$ cat src/rtl/jpeg_pixel_writer.sv
// ---------------------------------------------------------------------------
// jpeg_pixel_writer
//
// Pixel output stage between the JPEG decoder pixel port and a memory write
// port. Each accepted (x, y, r, g, b) beat is converted to the selected memory
// format and given its frame-buffer byte address. Neighbouring pixels that
// fall in the same DATA_W-wide word are combined into a single write with byte
// strobes.
//
// Pipeline:
//   S1 : registered format conversion, address computation and lane placement
//   P  : pending combining word (merges pixels that share a word address)
//   O  : output write register, held stable until wr_accept_i
//
// Parameters:
//   DATA_W   write data width in bits (32/64/128)
//   ADDR_W   byte address width
//   TIMEOUT  idle cycles before a partial pending word is pushed out (0 = off)
//
// Ports:
//   clk_i, rst_i            clock, asynchronous active-low reset
//   cfg_base_i              frame buffer base byte address
//   cfg_stride_i            bytes per line
//   cfg_fmt_i               0=XRGB8888, 1=RGB565, 2=GRAY8, 3=XRGB8888
//   flush_i                 single-cycle request to push out the pending word
//   inport_valid_i          pixel beat valid
//   inport_x_i, inport_y_i  pixel coordinates
//   inport_r_i/g_i/b_i      pixel colour
//   inport_accept_o         pixel beat accepted
//   wr_valid_o              write request valid
//   wr_addr_o               word-aligned byte address
//   wr_data_o               write data, little-endian byte lanes
//   wr_strb_o               byte enables
//   wr_accept_i             write accepted
//   idle_o                  S1, P and O all empty
// ---------------------------------------------------------------------------
module jpeg_pixel_writer #(
  parameter int DATA_W  = 64,
  parameter int ADDR_W  = 32,
  parameter int TIMEOUT = 15
) (
  input  logic                clk_i,
  input  logic                rst_i,

  input  logic [ADDR_W-1:0]   cfg_base_i,
  input  logic [15:0]         cfg_stride_i,
  input  logic [1:0]          cfg_fmt_i,
  input  logic                flush_i,

  input  logic                inport_valid_i,
  input  logic [15:0]         inport_x_i,
  input  logic [15:0]         inport_y_i,
  input  logic [7:0]          inport_r_i,
  input  logic [7:0]          inport_g_i,
  input  logic [7:0]          inport_b_i,
  output logic                inport_accept_o,

  output logic                wr_valid_o,
  output logic [ADDR_W-1:0]   wr_addr_o,
  output logic [DATA_W-1:0]   wr_data_o,
  output logic [DATA_W/8-1:0] wr_strb_o,
  input  logic                wr_accept_i,

  output logic                idle_o
);

  localparam int BYTES  = DATA_W / 8;
  localparam int LANE_W = $clog2(BYTES);
  localparam int CNT_W  = (TIMEOUT > 0) ? $clog2(TIMEOUT + 1) : 1;

  localparam logic [CNT_W-1:0] CNT_LIMIT = CNT_W'(TIMEOUT);

  // -------------------------------------------------------------------------
  // Pixel conversion (combinational, registered into S1)
  // -------------------------------------------------------------------------
  logic [31:0]       pix_word;
  logic [3:0]        pix_mask;
  logic [1:0]        bpp_log;
  logic [15:0]       gray_sum;
  logic [31:0]       row_off;
  logic [17:0]       col_off;
  logic [ADDR_W-1:0] byte_addr;
  logic [LANE_W-1:0] lane;
  logic [ADDR_W-1:0] in_word_addr;
  logic [DATA_W-1:0] in_data;
  logic [BYTES-1:0]  in_strb;

  // Format select: the unused encoding 3 falls back to XRGB8888.
  always_comb begin
    pix_word = '0;
    pix_mask = 4'b1111;
    bpp_log  = 2'd2;
    gray_sum = ({8'd0, inport_r_i} * 16'd77)
             + ({8'd0, inport_g_i} * 16'd150)
             + ({8'd0, inport_b_i} * 16'd29);
    case (cfg_fmt_i)
      2'd1: begin
        pix_word = {16'd0, inport_r_i[7:3], inport_g_i[7:2], inport_b_i[7:3]};
        pix_mask = 4'b0011;
        bpp_log  = 2'd1;
      end
      2'd2: begin
        // Weights sum to 256, so white maps to exactly 0xFF after the shift.
        pix_word = {24'd0, gray_sum[15:8]};
        pix_mask = 4'b0001;
        bpp_log  = 2'd0;
      end
      default: begin
        pix_word = {8'h00, inport_r_i, inport_g_i, inport_b_i};
        pix_mask = 4'b1111;
        bpp_log  = 2'd2;
      end
    endcase
  end

  // Frame buffer address and lane placement. Callers keep base and stride
  // aligned to the pixel size, so a pixel never straddles two words.
  always_comb begin
    row_off      = {16'd0, inport_y_i} * {16'd0, cfg_stride_i};
    col_off      = {2'b00, inport_x_i} << bpp_log;
    byte_addr    = cfg_base_i + ADDR_W'(row_off) + ADDR_W'(col_off);
    lane         = byte_addr[LANE_W-1:0];
    in_word_addr = {byte_addr[ADDR_W-1:LANE_W], {LANE_W{1'b0}}};
    in_data      = DATA_W'(pix_word) << {lane, 3'b000};
    in_strb      = BYTES'(pix_mask) << lane;
  end

  // -------------------------------------------------------------------------
  // Pipeline registers
  // -------------------------------------------------------------------------
  logic              s1_valid;
  logic [ADDR_W-1:0] s1_addr;
  logic [DATA_W-1:0] s1_data;
  logic [BYTES-1:0]  s1_strb;

  logic              p_valid;
  logic [ADDR_W-1:0] p_addr;
  logic [DATA_W-1:0] p_data;
  logic [BYTES-1:0]  p_strb;

  logic              o_valid;
  logic [ADDR_W-1:0] o_addr;
  logic [DATA_W-1:0] o_data;
  logic [BYTES-1:0]  o_strb;

  logic [CNT_W-1:0]  idle_cnt;

  // -------------------------------------------------------------------------
  // Combine / flush decisions
  // -------------------------------------------------------------------------
  logic o_free;
  logic can_merge;
  logic s1_blocked;
  logic timeout_hit;
  logic flush_req;
  logic do_flush;
  logic p_load;
  logic p_merge;
  logic s1_move;

  // A pixel merges only into the same word and only into bytes not yet
  // written; a repeated pixel therefore forces the older word out first.
  // When a flush and a load coincide, S1 always starts a fresh P word.
  always_comb begin
    o_free      = !o_valid || wr_accept_i;
    can_merge   = s1_valid && p_valid && (s1_addr == p_addr)
                  && ((s1_strb & p_strb) == '0);
    s1_blocked  = s1_valid && p_valid && !can_merge;
    timeout_hit = (TIMEOUT != 0) && (idle_cnt == CNT_LIMIT);
    flush_req   = p_valid && ((&p_strb) || s1_blocked || flush_i || timeout_hit);
    do_flush    = flush_req && o_free;
    p_load      = s1_valid && (!p_valid || do_flush);
    p_merge     = s1_valid && p_valid && !do_flush && can_merge;
    s1_move     = p_load || p_merge;
  end

  assign inport_accept_o = !s1_valid || s1_move;

  // S1 captures a new beat whenever it is empty or its content moves on.
  always_ff @(posedge clk_i or negedge rst_i) begin
    if (!rst_i) begin
      s1_valid <= 1'b0;
      s1_addr  <= '0;
      s1_data  <= '0;
      s1_strb  <= '0;
    end else if (inport_accept_o) begin
      s1_valid <= inport_valid_i;
      if (inport_valid_i) begin
        s1_addr <= in_word_addr;
        s1_data <= in_data;
        s1_strb <= in_strb;
      end
    end
  end

  // P either starts a new word from S1, absorbs S1 into its free bytes, or
  // empties when its word is handed to O with nothing to replace it.
  always_ff @(posedge clk_i or negedge rst_i) begin
    if (!rst_i) begin
      p_valid <= 1'b0;
      p_addr  <= '0;
      p_data  <= '0;
      p_strb  <= '0;
    end else if (p_load) begin
      p_valid <= 1'b1;
      p_addr  <= s1_addr;
      p_data  <= s1_data;
      p_strb  <= s1_strb;
    end else if (p_merge) begin
      p_data  <= p_data | s1_data;
      p_strb  <= p_strb | s1_strb;
    end else if (do_flush) begin
      p_valid <= 1'b0;
    end
  end

  // O reloads in the same cycle it is accepted so words can issue
  // back-to-back; otherwise it holds until the write side accepts.
  always_ff @(posedge clk_i or negedge rst_i) begin
    if (!rst_i) begin
      o_valid <= 1'b0;
      o_addr  <= '0;
      o_data  <= '0;
      o_strb  <= '0;
    end else if (do_flush) begin
      o_valid <= 1'b1;
      o_addr  <= p_addr;
      o_data  <= p_data;
      o_strb  <= p_strb;
    end else if (wr_accept_i) begin
      o_valid <= 1'b0;
    end
  end

  // Counts cycles a partial word sits in P with no new pixel behind it.
  // Any activity on P restarts the count; it saturates at the limit so a
  // stalled O still sees the timeout once it frees up.
  always_ff @(posedge clk_i or negedge rst_i) begin
    if (!rst_i) begin
      idle_cnt <= '0;
    end else if (p_load || p_merge || do_flush) begin
      idle_cnt <= '0;
    end else if (p_valid && !s1_valid && (idle_cnt != CNT_LIMIT)) begin
      idle_cnt <= idle_cnt + 1'b1;
    end
  end

  assign wr_valid_o = o_valid;
  assign wr_addr_o  = o_addr;
  assign wr_data_o  = o_data;
  assign wr_strb_o  = o_strb;
  assign idle_o     = !s1_valid && !p_valid && !o_valid;

endmodule

$ cat config.mk
export PLATFORM = sky130hd
export DESIGN_NAME = jpeg_pixel_writer
export DESIGN_NICKNAME = d
export VERILOG_FILES = /design/src/rtl/jpeg_pixel_writer.sv
export SDC_FILE = /design/constraint.sdc
export NUM_CORES = 1
export LEC_CHECK = 0
export BUFFER_PORTS_ARGS = -buffer_cell sky130_fd_sc_hd__buf_4
export CAP_MARGIN = 20
export CORE_MARGIN = 2
export CORE_UTILIZATION = 45
export CTS_CLUSTER_DIAMETER = 30
export DETAILED_ROUTE_END_ITERATION = 8
export SKIP_LAST_GASP = 1
export SLEW_MARGIN = 10
export SYNTH_ARGS = -nofsm -noshare
export SYNTH_HDL_FRONTEND = slang
export SYNTH_SLANG_ARGS = --single-unit
$ cat constraint.sdc
create_clock -name clk_i -period 7.72 [get_ports clk_i]
set_input_delay 1.544 -clock clk_i [delete_from_list [all_inputs] [get_ports clk_i]]
set_output_delay 1.544 -clock clk_i [all_outputs]
set_load 0.05 [all_outputs]
==> summary.txt, run 1 <==
STA
  • Unrepaired setup endpoints after global routing: true
  • Post-route setup TNS: -0.00188 ns
  • Final hold violation count: 0
  • Final min period: 7.72 ns
  • Max-slew violation count: 0
  • Worst setup margin: -0.00188 ns
  • Peak Freq: 130 MHz
  • Final Cycle Share: 1.00
  • Max_slew headroom: 0.206
  • Clock Skew: 0.0360 ns
  • Endpoints failing setup: 1
  • Worst-margin pin slew: 1.18 ns

Placed design
  • DP HPWL: 53,200 um
  • Dpl cells: 3,482
  • Setup WS pre-CTS: -0.672 ns
  • Port Buffers: 214
  • Placer congestion estimate: 0.893
  • Placed cell areas: 0.0289 mm2

Critical path
  • CP top delay family: adder cells
  • Worst Path Buf+Inv: 5
  • Worst r2r dst: wr_data_o[47]
  • Crit path launch type: input pin
  • Most used cell, CP: fa_1
  • Slowest cell on the critical path: mux4_2
  • Arr. time, crit path: 8.17 ns
  • Largest stage delay on the critical path: 0.54 ns
  • Critical Path Fanout Max: 7
  • Reg2reg start: p_addr[17]
  • Worst EP required: 8.17 ns
  • Crit Path Class: in -> reg
  • R2R Setup Slk: 3.82 ns
  • Crit end category: flop
  • R2R cell count: 9

Logic synthesis
  • Mapped Cells: 2,529
  • Main combinational cell family by area after synthesis: adder cells
  • Avg Cell Area, Syn: 10.3 um2
  • Synth warn: 0
  • EDFF count, synth: 0
  • Synth top area share: 0.298
  • Async SR Flop Fraction: 1.00
  • Mux cell area share after synthesis: 0.0751
  • Mapped Area: 0.0260 mm2
  • Post-synthesis compound-gate area fraction: 0.0988
  • Main synth FF type: dfrtp_1
  • Post-synthesis sequential area ratio: 0.298
  • Yosys reg bits: 310
  • Xor and xnor area share after synthesis: 0.0239
  • Post-synth cell types: 68
  • Post-Synth Adder-Cell Area: 0.319
  • Area leader, netlist: dfrtp_1
  • Top cells by area, synth: dfrtp_1 (30%), fa_1 (23%), ha_1 (9.0%)
  • Simple-gate share of the synthesized area: 0.105

Min path
  • Hold depth: 2
  • Hold path startpoint: s1_data[52]
  • Hold path endpoint: s1_data[52]
  • Worst Hold Class: reg -> reg

Clock network
  • Clock Pin Slew Worst Setup and Hold Paths: 0.05 ns
  • H-tree depth: 2
  • Clock sink count: 310
  • CTS tree: built
  • CTS root buffer: clkbuf_16
  • Clk_lat worst skew: 0.57 ns
  • Clk buf depth: 3
  • CTS buffer count: 52

Global routing
  • Vias in the first global route: 20,000
  • Gr ovfl total: 0
  • First-pass GRT wire length: 110,000 um
  • Total track usage: 0.234
  • Initial antenna violation count: 1
  • Largest net degree at the start of global routing: 91

Drt
  • Post-route ant nets: 0
  • DRT Pass-1 Iters: 5
  • DRC errors left: 0
  • First-iteration detailed-routing DRC count: 1,256
  • Via count: 19,000
  • Post-DR vias/cell: 5.31
  • Final WL: 68,300 um
  • WL/cell: 19.0 um

Floorplanning
  • Core ar.: 0.0574 mm2
  • Die width: 244 um
  • # rows: 88
  • Num ports: 218
  • Chip Height: 244 um
  • Initial Utilization: 0.453
  • Die Area: 0.0597 mm2

Layout
  • FILL cells: 5,159
  • Nets: 3,375
  • P&R area growth vs syn: 19.0%
  • Fraction of layout cells with a size suffix above 1: 0.211
  • Post-Layout Inst Area: 0.0309 mm2
  • Most frequent cells in the layout: inv_1 (425), dfrtp_1 (310), buf_4 (300), fa_1 (296), nand2_1 (282)
  • Fin cells: 3,588
  • Most common cell after layout, fill and taps aside: inv_1

Status
  • Failing checks: negative setup slack
  • Status: complete, but fails checks

Run
  • Max-cap violation count: 0
-- worst max-delay path by stage --
| stage | cells past startpoint | startpoint | end | slack, ns |
|---|---|---|---|---|
| final | 26 | inport_g_i[3] | s1_data[30] | -0.002 |
| after global routing | 27 | inport_g_i[6] | s1_data[30] | -0.19 |
| after CTS | 27 | inport_g_i[6] | s1_data[30] | -0.03 |
| after detailed placement | 26 | inport_g_i[3] | s1_data[30] | -0.67 |
| after global placement | 28 | inport_g_i[3] | s1_data[46] | -0.58 |
| after floorplan | 26 | inport_g_i[4] | s1_data[46] | -0.28 |
-- synthesized netlist by cell type (8+ instances only) --
library cell / number
inv_1: 429
xnor2_1: 27
o21ai_0: 96
nor4_1: 8
a21oi_1: 60
buf_4: 10
a31oi_1: 14
a21o_1: 22
nand2_1: 287
mux2i_1: 23
ha_1: 186
xor2_1: 44
nor2_1: 73
and3_1: 10
nor3_1: 12
mux2_2: 137
clkbuf_1: 87
nand3_1: 23
a221oi_1: 10
a22o_1: 81
nand4_1: 12
and2_1: 122
nor3b_1: 9
a22oi_1: 8
o31ai_1: 16
dfrtp_1: 310
fa_1: 298
buf_2: 9
o21a_1: 11
mux4_2: 8
-- worst min-delay path, cell delays in order, from the launching register on --
cell     delay (ns)
dfrtp_1        0.34
nand2_1        0.05
o21ai_0        0.06
-- through the flow --
step	hold slack, ns	utilization
2_1_floorplan	0.440	-
3_5_place_dp	0.473	0.504
3_3_place_gp	0.467	0.504
5_1_grt	0.491	0.539
4_1_cts	0.485	0.537
6_report	0.479	0.539
-- kinds of logic after synthesis --
group | count (synthesis)
multiplexers | 168
XOR/XNOR | 71
AO/OA/AOI/OAI | 373
buffers and inverters | 540
other | 1
flip-flops | 310
adder cells (fa/ha/maj) | 484
AND/OR/NAND/NOR | 582
-- cell type report --
type                       count  area, um2  share of cell area
antenna                        2       5.00            0.000162
clock buffer                  58       1370              0.0444
clock inverter                37        442              0.0143
inverter                     429       1610              0.0521
multi-input combinational   1681      16400               0.531
sequential                   310       7760               0.251
tap                          765        957              0.0309
timing repair buffer         306       2360              0.0763
-- metal layers --
layer,GRT usage,vias to the layer above,share of wire
met4,0.0638,2,0.024
met3,0.0245,97,0.050
met5,0,-,0.00023
li1,-,8736,-
met2,0.363,516,0.46
met1,0.351,9690,0.47
-- state kept, by name, summed over array words and instances, names as in the netlist --
signal / cells
p_data: 64
s1_data: 64
wr_data_o: 64
p_addr: 29
s1_addr: 29
wr_addr_o: 29
p_strb: 8
s1_strb: 8
wr_strb_o: 8
idle_cnt: 4
p_valid: 1
s1_valid: 1
wr_valid_o: 1
-- repair_timing --
action                     CTS  global route
setup buffers                6             2
setup endpoints to repair    2            17
hold buffers                 0             0
resized for setup            5            21
pin swaps                   21             9
Power of run 1 is not shown: default switching activity piles up to over one toggle a cycle in this logic, so the estimate is an artifact.
==> run 2, diff against run 1 <==
--- a/config.mk
+++ b/config.mk
@@ -7,10 +7,13 @@
 export LEC_CHECK = 0
 export BUFFER_PORTS_ARGS = -buffer_cell sky130_fd_sc_hd__buf_4
 export CAP_MARGIN = 20
+export CELL_PAD_IN_SITES_DETAIL_PLACEMENT = 0
+export CELL_PAD_IN_SITES_GLOBAL_PLACEMENT = 1
 export CORE_MARGIN = 2
 export CORE_UTILIZATION = 45
 export CTS_CLUSTER_DIAMETER = 30
 export DETAILED_ROUTE_END_ITERATION = 8
+export PLACE_DENSITY_LB_ADDON = 0.1
 export SKIP_LAST_GASP = 1
 export SLEW_MARGIN = 10
 export SYNTH_ARGS = -nofsm -noshare
==> run 2 against run 1 <==
- the flow still finishes with violations (negative setup slack)
- worst hold slack barely moved
- register-to-register slack got worse by 0.11 ns
- global-route usage increased by 0.24 points
- flip-flop and latch count stayed put
- routed wire length rose by 1.8%
- non-clock buffer count shrank 12
- setup slack worse by 0.017 ns
- cell count is 0.86% lower
- critical path depth stayed put
- maximum frequency is 0.22% lower
- core utilization down 0.92 points
- via count is 1.7% lower
==> summary.txt, run 2 (synthesis gave the netlist of run 1 again) <==
Status
  • Status: complete, but fails checks (unchanged)
  • Failing checks: negative setup slack (unchanged)

Critical path
  • Crit Path Class: in -> reg (unchanged)
  • Crit end category: flop (unchanged)
  • R2R cell count: 9 (unchanged)
  • Worst r2r dst: wr_data_o[49] (was wr_data_o[47])
  • Crit path launch type: input pin (unchanged)
  • Largest stage delay on the critical path: 0.55 ns (was 0.54 ns)
  • Arr. time, crit path: 8.16 ns (was 8.17 ns)
  • Slowest cell on the critical path: mux4_2 (unchanged)
  • Most used cell, CP: ha_1 (was fa_1)
  • Critical Path Fanout Max: 4 (was 7)
  • R2R Setup Slk: 3.71 ns (was 3.82 ns)
  • Worst EP required: 8.14 ns (was 8.17 ns)
  • Reg2reg start: s1_addr[30] (was p_addr[17])

Floorplanning
  • Die Area: 0.0597 mm2 (unchanged)
  • Initial Utilization: 0.453 (unchanged)
  • Core ar.: 0.0574 mm2 (unchanged)
  • Die width: 244 um (unchanged)
  • # rows: 88 (unchanged)
  • Chip Height: 244 um (unchanged)
  • Num ports: 218 (unchanged)

Layout
  • Fin cells: 3,557 (was 3,588)
  • FILL cells: 5,274 (was 5,159)
  • Nets: 3,352 (was 3,375)
  • Most frequent cells in the layout: inv_1 (424), dfrtp_1 (310), fa_1 (295), buf_4 (289), nand2_1 (283) (was inv_1 (425), dfrtp_1 (310), buf_4 (300), fa_1 (296), nand2_1 (282))
  • Fraction of layout cells with a size suffix above 1: 0.201 (was 0.211)
  • P&R area growth vs syn: 17.0% (was 19.0%)
  • Most common cell after layout, fill and taps aside: inv_1 (unchanged)

Min path
  • Hold path startpoint: s1_data[5] (was s1_data[52])
  • Hold depth: 2 (unchanged)
  • Worst Hold Class: reg -> reg (unchanged)
  • Hold path endpoint: s1_data[5] (was s1_data[52])

Placed design
  • Port Buffers: 214 (unchanged)
  • Setup WS pre-CTS: -0.683 ns (was -0.672 ns)
  • Dpl cells: 3,475 (was 3,482)
  • DP HPWL: 53,800 um (was 53,200 um)
  • Placer congestion estimate: 0.862 (was 0.893)

Drt
  • Post-route ant nets: 0 (unchanged)
  • DRT Pass-1 Iters: 5 (unchanged)
  • Via count: 18,700 (was 19,000)
  • Final WL: 69,500 um (was 68,300 um)
  • First-iteration detailed-routing DRC count: 1,161 (was 1,256)
  • WL/cell: 19.5 um (was 19.0 um)
  • Post-DR vias/cell: 5.26 (was 5.31)
  • DRC errors left: 0 (unchanged)

Run
  • Max-cap violation count: 0 (unchanged)

Clock network
  • CTS tree: built (unchanged)
  • Clock Pin Slew Worst Setup and Hold Paths: 0.06 ns (was 0.05 ns)
  • H-tree depth: 2 (unchanged)
  • CTS buffer count: 41 (was 52)
  • CTS root buffer: clkbuf_16 (unchanged)
  • Clk_lat worst skew: 0.55 ns (was 0.57 ns)
  • Clock sink count: 310 (unchanged)
  • Clk buf depth: 3 (unchanged)

STA
  • Endpoints failing setup: 1 (unchanged)
  • Final Cycle Share: 1.00 (about the same)
  • Worst hold slack: 0.479 ns (about the same)
  • Peak Freq: 129 MHz (was 130 MHz)
  • Max-slew violation count: 0 (unchanged)
  • Max_slew headroom: 0.343 (was 0.206)
  • Clock Skew: 0.0308 ns (was 0.0360 ns)
  • Worst setup margin: -0.0186 ns (was -0.00188 ns)
  • Final min period: 7.74 ns (was 7.72 ns)
  • Final hold violation count: 0 (unchanged)
  • Unrepaired setup endpoints after global routing: true (unchanged)
  • Worst-margin pin slew: 0.985 ns (was 1.18 ns)

Global routing
  • First-pass GRT wire length: 110,000 um (about the same)
  • Largest net degree at the start of global routing: 185 (was 91)
  • Gr ovfl total: 0 (unchanged)
  • Initial antenna violation count: 2 (was 1)
  • Vias in the first global route: 19,600 (was 20,000)
  • Total track usage: 0.237 (was 0.234)
-- run 2: layer usage --
metal	wire [um]	part of all wire	up-vias	GRT usage
met1	33600	0.48	9498	0.357
met2	31100	0.45	441	0.369
met5	0	0	-	0
met4	1150	0.017	0	0.0488
met3	3590	0.052	79	0.0282
li1	-	-	8691	-
-- run 2: final cells by class --
cell class                 instances  area (um2)  share of cell area
clock inverter                    27         332              0.0109
tap                              765         957              0.0315
timing repair buffer             294        2250              0.0740
antenna                            2        5.00            0.000165
inverter                         429        1610              0.0530
multi-input combinational       1681       16400               0.539
clock buffer                      49        1120              0.0367
sequential                       310        7760               0.255
-- run 2: metrics by stage --
step | util | cell area [um2] | TNS [ns]
after floorplan | - | 26100 | -0.915
after global placement | 0.503 | 28900 | -6.00
after detailed placement | 0.503 | 28900 | -9.05
after CTS | 0.529 | 30400 | -0.0939
after global routing | 0.530 | 30400 | -0.806
final | 0.530 | 30400 | -0.0186
-- run 2: worst max-delay path by stage --
| stage | from | endpoint | slack [ns] | depth (start not counted) |
|---|---|---|---|---|
| final | inport_g_i[5] | s1_data[30] | -0.02 | 26 |
| after CTS | inport_g_i[4] | s1_data[30] | -0.09 | 27 |
| after global routing | inport_g_i[3] | s1_data[30] | -0.24 | 26 |
| after floorplan | inport_g_i[4] | s1_data[46] | -0.28 | 26 |
| after global placement | inport_g_i[3] | s1_data[46] | -0.59 | 28 |
| after detailed placement | inport_g_i[3] | s1_data[46] | -0.68 | 28 |
-- run 2: repair_timing --
| action | CTS | global route |
|---|---|---|
| resized for setup | 6 | 13 |
| hold endpoints to repair | 0 | 0 |
| pin swaps | 23 | 17 |
| hold buffers | 0 | 0 |
| buffers inserted | 3 | 1 |
| setup endpoints to repair | 4 | 19 |
-- run 2: critical path, delay by kind of cell --
kind,cells,cell delay (ns)
adder cells (fa/ha/maj),10,3.60
buffers and inverters,4,0.35
AO/OA/AOI/OAI,9,1.61
AND/OR/NAND/NOR,2,0.48
multiplexers,1,0.55
Power of run 2 is left out for the same reason.
==> run 3, diff against run 2 <==
--- a/config.mk
+++ b/config.mk
@@ -13,6 +13,7 @@
 export CORE_UTILIZATION = 45
 export CTS_CLUSTER_DIAMETER = 30
 export DETAILED_ROUTE_END_ITERATION = 8
+export MAX_ROUTING_LAYER = met4
 export PLACE_DENSITY_LB_ADDON = 0.1
 export SKIP_LAST_GASP = 1
 export SLEW_MARGIN = 10
==> run 3 against run 2 <==
- the flow still finishes with violations (negative setup slack)
- setup slack worse by 0.0091 ns
- cell count did not move
- maximum frequency decreased by 0.12%
- flip-flop and latch count unchanged
- critical path depth stayed put
- count of clock-buffer cells in the layout unchanged
- critical path type unchanged
- largest cell class unchanged
==> summary.txt, run 3 (synthesis gave the netlist of run 1 again) <==
Drt
  • Post-route ant nets: 0 (unchanged)
  • DRT Pass-1 Iters: 5 (unchanged)
  • Post-DR vias/cell: 5.26 (about the same)
  • Top routing layer used: met4 (unchanged)
  • Via count: 18,700 (about the same)
  • Final WL: 69,400 um (was 69,500 um)
  • Met3 WL: 3510 um (was 3590 um)
  • WL/cell: 19.5 um (about the same)
  • WL met1: 33,700 um (was 33,600 um)
  • Wire length on met2: 31,100 um (about the same)
  • First-iteration detailed-routing DRC count: 1,161 (unchanged)
  • DRC errors left: 0 (unchanged)

Layout
  • Final design utilization: 0.530 (unchanged)
  • Fin cells: 3,557 (unchanged)
  • Most frequent cells in the layout: inv_1 (424), dfrtp_1 (310), fa_1 (295), buf_4 (289), nand2_1 (283) (unchanged)
  • Most common cell after layout, fill and taps aside: inv_1 (unchanged)
  • FILL cells: 5,274 (unchanged)
  • Area of the multi-input gates: 0.0164 mm2 (unchanged)
  • Post-Layout Inst Area: 0.0304 mm2 (unchanged)
  • P&R area growth vs syn: 17.0% (unchanged)
  • Register area: 0.00776 mm2 (unchanged)
  • Nets: 3,352 (unchanged)
  • Fraction of layout cells with a size suffix above 1: 0.201 (unchanged)

Critical path
  • Most used cell, CP: ha_1 (unchanged)
  • Slowest cell on the critical path: mux4_2 (unchanged)
  • Crit Path Class: in -> reg (unchanged)
  • Largest stage delay on the critical path: 0.55 ns (about the same)
  • R2R cell count: 9 (unchanged)
  • Worst r2r dst: wr_data_o[49] (unchanged)
  • Crit path launch type: input pin (unchanged)
  • Critical Path Fanout Max: 4 (unchanged)
  • Worst EP required: 8.14 ns (about the same)
  • Arr. time, crit path: 8.17 ns (was 8.16 ns)
  • R2R Setup Slk: 3.71 ns (about the same)
  • Reg2reg start: s1_addr[30] (unchanged)
  • Crit end category: flop (unchanged)

Clock network
  • H-tree depth: 2 (unchanged)
  • CTS buffer count: 41 (unchanged)
  • Clk buf depth: 3 (unchanged)
  • CTS root buffer: clkbuf_16 (unchanged)
  • CTS tree: built (unchanged)
  • Clk_lat worst skew: 0.55 ns (about the same)
  • Clock sink count: 310 (unchanged)
  • Clock Pin Slew Worst Setup and Hold Paths: 0.06 ns (about the same)
  • Hold-fix buffers, CTS: 0 (unchanged)

Floorplanning
  • Num ports: 218 (unchanged)
  • Chip Height: 244 um (unchanged)
  • # rows: 88 (unchanged)
  • Initial Utilization: 0.453 (unchanged)
  • Core ar.: 0.0574 mm2 (unchanged)
  • Die width: 244 um (unchanged)
  • Die Area: 0.0597 mm2 (unchanged)

STA
  • Worst setup margin: -0.0277 ns (was -0.0186 ns)
  • Max_slew headroom: 0.329 (was 0.343)
  • Worst-margin pin slew: 1.01 ns (was 0.985 ns)
  • Final Cycle Share: 1.00 (about the same)
  • Clock Skew: 0.0287 ns (was 0.0308 ns)
  • Unrepaired setup endpoints after global routing: true (unchanged)
  • Final min period: 7.75 ns (was 7.74 ns)
  • Final hold violation count: 0 (unchanged)
  • Peak Freq: 129 MHz (about the same)
  • Max-slew violation count: 0 (unchanged)
  • Endpoints failing setup: 1 (unchanged)
  • Post-route setup TNS: -0.0277 ns (was -0.0186 ns)

Global routing
  • Total track usage: 0.244 (was 0.237)
  • Gr ovfl total: 0 (unchanged)
  • Largest net degree at the start of global routing: 185 (unchanged)
  • First-pass GRT wire length: 111,000 um (was 110,000 um)
  • Vias in the first global route: 19,600 (about the same)
  • Initial antenna violation count: 2 (unchanged)

Status
  • Status: complete, but fails checks (unchanged)
  • Failing checks: negative setup slack (unchanged)

Placed design
  • Dpl cells: 3,475 (unchanged)
  • Placer congestion estimate: 0.876 (was 0.862)
  • Port Buffers: 214 (unchanged)
  • DP HPWL: 53,800 um (unchanged)
  • Placed cell areas: 0.0289 mm2 (unchanged)

Run
  • Max-cap violation count: 0 (unchanged)

Min path
  • Hold path endpoint: s1_data[5] (unchanged)
  • Hold depth: 2 (unchanged)
  • Worst Hold Class: reg -> reg (unchanged)
  • Hold path startpoint: s1_data[5] (unchanged)
run 3: cell counts in the layout (fill, tap and decap cells not counted):
No cell type changed its count.
run 3: worst max path at each step:
stage                        startpoint           to  slack, ns  cells past startpoint
after floorplan           inport_g_i[4]  s1_data[46]      -0.28                     26
after global placement    inport_g_i[3]  s1_data[46]      -0.59                     28
after detailed placement  inport_g_i[3]  s1_data[46]      -0.68                     28
after CTS                 inport_g_i[4]  s1_data[30]      -0.09                     27
after global routing      inport_g_i[3]  s1_data[30]      -0.24                     26
final                     inport_g_i[5]  s1_data[30]      -0.03                     26
run 3: what timing repair did:
item,CTS,global route
pin swaps,23,17
gates resized for setup,6,13
setup endpoints to repair,4,19
setup buffers,3,1
run 3: metrics by stage:
step	hold slack, ns	setup WS (ns)
floorplan	0.440	-0.279
CTS	0.484	-0.0939
detailed placement	0.472	-0.683
global route	0.502	-0.241
finish	0.479	-0.0277
global placement	0.468	-0.591
run 3: area by class of cell:
cell class,instances,area share
Sequential cell,310,0.255
Antenna cell,2,0.000165
Inverter,429,0.0530
Clock buffer,49,0.0367
Multi-Input combinational cell,1681,0.539
Timing Repair Buffer,294,0.0740
Tap cell,765,0.0315
Clock inverter,27,0.0109
run 3: worst max-delay path, delay by kind of cell:
family          cells  cell delay (ns)
compound gates      9             1.62
mux                 1             0.55
simple gates        2             0.48
fa+ha+maj          10             3.61
buf+inv             4             0.35
run 3: layer usage:
| layer | up-vias | GRT usage |
|---|---|---|
| li1 | 8689 | - |
| met1 | 9497 | 0.358 |
| met2 | 440 | 0.369 |
| met3 | 82 | 0.0274 |
| met4 | 0 | 0.0488 |
| met5 | - | - |
Power of run 3 is left out for the same reason.
